===== src/rtl/fetch_controller.sv =====
// fetch_controller: IDLE/REQ/VALID/FAULT instruction fetch FSM with redirect and valid/ready hand-off to decode.
// Optional macro FETCH_TIMEOUT_EN adds a REQ-cycle watchdog that enters a sticky FAULT state.
module fetch_controller #(
   parameter logic [31:0] RESET_PC       = 32'h0000_0000,
   parameter int          TIMEOUT_CYCLES = 16
) (
   input  logic        i_clk,
   input  logic        i_rst,
   output logic        o_instruction_request,
   output logic [31:0] o_mem_pc,
   input  logic [31:0] i_instruction,
   input  logic        i_awk,
   output logic [31:0] o_instr,
   output logic [31:0] o_instr_pc,
   output logic        o_valid,
   input  logic        i_ready,
   input  logic        i_redirect,
   input  logic [31:0] i_redirect_pc,
   output logic        o_fault
);

   typedef enum logic [1:0] {IDLE, REQ, VALID, FAULT} state_t;

   state_t      state;
   logic [31:0] pc;
   logic [31:0] redirect_target;
   logic        unused_bits;

   assign redirect_target       = {i_redirect_pc[31:2], 2'b00};
   assign unused_bits           = ^i_redirect_pc[1:0];
   assign o_instruction_request = (state == REQ);
   assign o_valid               = (state == VALID);
   assign o_mem_pc              = {2'b00, pc[31:2]};

`ifdef FETCH_TIMEOUT_EN
   localparam int            CW   = $clog2(TIMEOUT_CYCLES + 1);
   localparam logic [CW-1:0] TMAX = CW'(TIMEOUT_CYCLES);
   localparam logic [CW-1:0] TLIM = CW'(TIMEOUT_CYCLES - 1);

   logic [CW-1:0] tcnt;
   logic          expired;

   // True in the REQ cycle whose increment brings the counter to TIMEOUT_CYCLES
   assign expired = (tcnt == TLIM);
   assign o_fault = (state == FAULT);
`else
   logic unused_cfg;

   assign unused_cfg = ^TIMEOUT_CYCLES;
   assign o_fault    = 1'b0;
`endif

   always_ff @(posedge i_clk) begin
      if (i_rst) begin
         state      <= IDLE;
         pc         <= RESET_PC;
         o_instr    <= '0;
         o_instr_pc <= '0;
`ifdef FETCH_TIMEOUT_EN
         tcnt       <= '0;
`endif
      end else if (i_redirect && (state != IDLE)) begin
         // Redirect wins over ack and ready: a coincident instruction is dropped
         state <= REQ;
         pc    <= redirect_target;
`ifdef FETCH_TIMEOUT_EN
         tcnt  <= '0;
`endif
      end else begin
         case (state)
            IDLE: begin
               state <= REQ;
`ifdef FETCH_TIMEOUT_EN
               tcnt  <= '0;
`endif
            end
            REQ: begin
               if (i_awk) begin
                  o_instr    <= i_instruction;
                  o_instr_pc <= pc;
                  state      <= VALID;
               end
`ifdef FETCH_TIMEOUT_EN
               else begin
                  if (expired)
                     state <= FAULT;
                  if (tcnt != TMAX)
                     tcnt <= tcnt + 1'b1;
               end
`endif
            end
            VALID: begin
               if (i_ready) begin
                  pc    <= pc + 32'd4;
                  state <= REQ;
`ifdef FETCH_TIMEOUT_EN
                  tcnt  <= '0;
`endif
               end
            end
            FAULT:   state <= FAULT;
            default: state <= IDLE;
         endcase
      end
   end

endmodule


===== config.mk =====
export PLATFORM = sky130hd
export DESIGN_NAME = fetch_controller
export DESIGN_NICKNAME = d
export VERILOG_FILES = /design/src/rtl/fetch_controller.sv
export SDC_FILE = /design/constraint.sdc
export NUM_CORES = 1
export LEC_CHECK = 0
export BUFFER_PORTS_ARGS = -buffer_cell sky130_fd_sc_hd__buf_2
export CORE_MARGIN = 2
export CORE_UTILIZATION = 34
export DETAILED_ROUTE_END_ITERATION = 10
export PLACE_DENSITY = 0.56
export SLEW_MARGIN = 40
export SYNTH_ARGS = -nofsm -noshare
export SYNTH_HDL_FRONTEND = slang
export SYNTH_SLANG_ARGS = --single-unit

===== constraint.sdc =====
create_clock -name i_clk -period 3.2 [get_ports i_clk]
set_input_delay 0.32 -clock i_clk [delete_from_list [all_inputs] [get_ports i_clk]]
set_output_delay 0.32 -clock i_clk [all_outputs]
set_load 0.01 [all_outputs]

# --- Word level (Yosys, flattened, before mapping) ---
# Index checks and enable logic that the tools add are counted.
totals:
  elab_cells: 33
  regBits: 98
  in_bits: 69
  memories: 0
  rom_bits: 0
  latchBits: 0
  ram_bits: 0
classes:
  n_div: 0
  reduce_logical: 11
  eq_ne: 7
  n_mux: 7
  order_cmp: 0
  bitwise_logic: 1
  shifts: 0
  n_mul: 0
  add_sub_neg: 1
op_table:
  columns: ["op", "count"]
  rows:
  - ["32-bit two-way mux", 3]
  - ["32-bit by 3-bit adder with 32-bit output, second input constant", 1]
  - ["2-bit one-hot mux with 4 select lines", 1]
  - ["2-bit AND reduction", 4]
  - ["3-bit by 1-bit inequality test with 1-bit output, second input constant", 2]
  - ["2-bit nonzero test", 3]
  - ["2-bit equality test, second input constant", 2]
  - ["2-bit two-way mux", 2]
  - ["2-bit by 1-bit inequality test with 1-bit output, second input constant", 2]
  - ["3-bit AND reduction", 1]
  - ["2-bit by 1-bit equality test with 1-bit output, second input constant", 1]
  - ["2-bit logical NOT", 1]
  - ["2-bit OR reduction", 1]
  - ["1-bit logical AND", 1]
  - ["1-bit two-way mux", 1]
  - ["1-bit NOT", 1]

# --- Logic depth before layout (Yosys ltp) ---
logic_depth:
  word_depth: 4
  depth_mapped: 7
  ltp_nobuf: 6

# --- Worst setup path before layout ---
# No wires, ideal clock.
synth_timing:
  path_type: "reg2reg"
  startpoint: "reg pc[2]"
  endpoint: "reg pc[14]"
  path_slack_ps: 1292
  setup_ps: 74
  arrival_ps: 1834
  t_required_ps: 3126
  period_less_slack_ps: 1908
  n_path_buf: 0
  path_stages_with_launch: 7
  path_cell_list: "dfxtp_1 ha_1 nand3_1 nor2_1 nand3_1 or4_1 a31oi_1"
synth_via:
  elab_chain_cells: 4
synth_lines:
  columns: ["item", "line", "source"]
  rows:
  - ["from (decl)", "25", "logic [31:0] pc;"]
  - ["from (signal assigned)", "65", "pc <= redirect_target;"]
  - ["from (signal assigned)", "94", "pc <= pc + 32'd4;"]
  - ["32-bit by 3-bit adder with 32-bit output", "94", null]
  - ["32-bit two-way mux", "93", "if (i_ready) begin"]
  - ["32-bit two-way mux", "70", "case (state)"]
  - ["32-bit two-way mux", "62", "end else if (i_redirect && (state != IDLE)) begin"]
# Every way passes these cells. The select of a mux whose other input is x is not followed.
# A chain may end at the register's enable or synchronous reset.

# --- Worst setup path after layout ---
layout_timing:
  startpoint: "reg state[1]"
  endpoint: "reg pc[15]"
layout_via:
  elab_chain_cells: 4
layout_lines:
  columns: ["item", "line", "source"]
  rows:
  - ["from (decl)", "24", "state_t state;"]
  - ["from (signal assigned)", "55", "state <= IDLE;"]
  - ["from (signal assigned)", "64", "state <= REQ;"]
  - ["from (signal assigned)", "72", "state <= REQ;"]
  - ["2-bit nonzero test", "62", null]
  - ["1-bit logical AND", "62", null]
  - ["2-bit nonzero test (no source line)", null, null]
  - ["2-bit AND reduction (no source line)", null, null]
# Parallel ways exist; a longest one is shown, timed or not.

==> results.py <==
metrics = {
    "outcome": {
        "status": "finished, final reports clean",
    },
    "sta": {
        "setup_viol": 0,
        "rsz0062_at_grt": "no",
        "tightestPinTransition_ns": 0.768,
        "period_minus_slack_ns": 2.22,
        "skew_ns": 0.00966,
        "max_freq_ghz": 0.451,
        "slew_headroom_pct": 48.8,
        "maxSlewViolCount": 0,
        "finalCritPeriodShare_pct": 69.3,
        "hold_viol": 0,
        "whs_ns": 0.198,
        "tns_ns": 0,
    },
    "layout": {
        "area_growth_pct": 28.7,
        "finish.utilization_pct": 45.1,
        "drive_gt1_share_pct": 27.8,
        "post-route-cell-area_mm2": 0.00543,
        "layout.nets": 759,
        "num_antenna_cells": 0,
    },
    "synth": {
        "synth.largest_area_cell": "dfxtp_1",
        "syn_area_per_cell_um2": 7.68,
        "ys_top_cells_by_count": "nand2_1 (154), dfxtp_1 (94), a21oi_1 (78)",
        "synth_most_common_cell": "nand2_1",
        "synth_enable_flop_cells": 0,
        "netlist.area_leader.share_pct": 44.6,
        "synth_area_leaders": "dfxtp_1 (45%), nand2_1 (14%), a21oi_1 (9.2%), clkbuf_1 (2.8%), nand4_1 (2.4%)",
        "syn_area_mm2": 0.00422,
        "synth.distinct_cells": 52,
        "ys_ff_latch": 94,
        "netlist_instances": 550,
        "yosys_warnings": 0,
        "synthFlopType": "dfxtp_1",
        "synth_seq_area_share_pct": 44.6,
        "async_flop_share_pct": 0,
    },
    "floorplan": {
        "start_util_pct": 35.0,
        "fp.dieArea_mm2": 0.0133,
        "ios": 168,
        "num_rows": 40,
        "core_mm2": 0.0121,
        "die_y_um": 115,
        "die_width_um": 115,
    },
    "power_and_ir_drop": {
        "total_power_mw": 2.63,
        "powerDensity_mw_per_mm2": 485,
        "leakage_nw": 2.27,
        "ir_drop_uv": 231,
    },
    "drt": {
        "drt-pass1-iter-count": 5,
        "antenna_left": 0,
        "wirelength_um": 13000,
        "via_per_inst": 5.07,
        "drc": 0,
        "routedWlPerCell_um": 15.1,
        "first_iter_violations": 245,
        "routed-via-count": 4374,
    },
    "clock_tree": {
        "clockBufferDepth": 2,
        "clk_pin_slew_ns": 0.07,
        "cts_tree": "yes",
        "clk-insertion-delay-late_ns": 0.35,
        "cts_sinks": 94,
        "ctsResizeCount": 0,
        "htreeDepth": 3,
        "cts_buffers": 9,
        "cts-hold-fix-buffers": 0,
        "cts_setup_buffers": 0,
        "ctsRootBufferMaster": "clkbuf_16",
    },
    "run": {
        "maxCapViolCount": 0,
    },
    "global_route": {
        "grt-ovfl-total": 0,
        "grt_max_degree": 98,
        "grt_pass1_wl_um": 20000,
        "grt_pass1_vias": 3902,
        "track_usage_pct": 19.1,
        "antenna_found_initial": 1,
    },
    "placement": {
        "postPlaceCellArea_mm2": 0.00515,
        "hpwlAfterDp_um": 9020,
        "numPortBuffers": 160,
        "place.gp.congestion": 0.788,
    },
    "critical_path": {
        "slowest_stage": "dfxtp_1",
        "cp_max_fo": 17,
        "crit_path_end_kind": "flip-flop",
        "cp_slowest_stage_delay_ns": 0.67,
        "critPathArrivalTime_ns": 2.42,
        "worstPathCellList": "and3b_1, buf_4, nand4_1, nor4_1, mux2i_1, a21oi_1",
        "worst-setup-path-type": "reg2reg",
        "required_ns": 3.40,
        "worstSetupStartpointType": "flip-flop",
    },
    "hold_path": {
        "hold_path.class": "in2reg",
    },
}
[worst max-delay path, delay by kind of cell (launching register included)]
kind | cells | cell delay (ns)
AOI/OAI and AO/OA | 1 | 0.08
and+or+nand+nor | 3 | 0.89
muxes | 1 | 0.23
buffers and inverters | 1 | 0.19
DFF | 1 | 0.67
[layout make-up]
class                      instances  area, um2
clock buffer                      10        239
timing repair buffer             166        865
sequential                        94       1880
clock inverter                     6       46.3
multi-input combinational        414       2180
fill                            1256       6630
inverter                           4       15.0
tap                              168        210
[stage by stage]
step / setup slack, ns / std cells
finish: 0.983 / 862
global route: 0.777 / 862
detailed placement: 1.00 / 846
floorplan: 1.29 / 554
CTS: 0.991 / 862
global placement: 0.971 / 846
[sequential cells by signal (all words and copies together) (netlist names)]
name / count
o_instr: 32
o_instr_pc: 30
pc: 30
state: 2
[placed cells by master, fill, tap and decap left out, types with 4 or more instances in the layout]
cell type    n
and3_1       4
a211oi_1     9
nand4_1     16
a22oi_1      5
dfxtp_1     94
buf_2      159
buf_4        5
or3_1        9
nor2_1      25
a21oi_1     78
nand3_1     14
nand2_1    154
inv_1        4
o211ai_1     7
o21ai_0      9
a31oi_1     10
clkbuf_16    9
nor3_1       5
mux2i_1      9
conb_1       5
[routing by layer]
layer | GRT usage, % | share of wire, % | vias up
met4 | 6.43 | 1.2 | 2
met1 | 25.5 | 46 | 2012
met2 | 30.8 | 45 | 152
met5 | 0 | 0.092 | -
li1 | - | - | 2192
met3 | 4.24 | 7.3 | 16
[where the power goes]
group	internal (mW)	leakage, nW	switching [mW]
Sequential	1.22	0.765	0.0765
Clock	0.552	0.135	0.481
Combinational	0.131	1.37	0.173
Total	1.90	2.27	0.731
[path summary, 6_finish.rpt]
path                               startpoint                          end  slack, ns  depth (start not counted)
setup / recovery        state[1]$_SDFFE_PP0P_          pc[15]$_SDFFE_PP0P_       0.98                          6
hold / removal              i_instruction[19]     o_instr[19]$_SDFFE_PP0P_       0.20                          3
setup reg to reg        state[1]$_SDFFE_PP0P_          pc[15]$_SDFFE_PP0P_       0.98                          6
hold reg to reg   o_instr_pc[20]$_SDFFE_PP0P_  o_instr_pc[20]$_SDFFE_PP0P_       0.45                          2
[cell families after synthesis]
kind of cell	after synthesis	share of synthesized area [%]
buffers and inverters	46	4.62
adders and majority gates	1	0.296
xor gates and xnor gates	4	0.830
and+or+nand+nor	256	27.9
muxes	12	2.93
AOI/OAI and AO/OA	136	18.8
DFF	94	44.6
other	1	0.0888
Power figures use the tool's default switching activity.
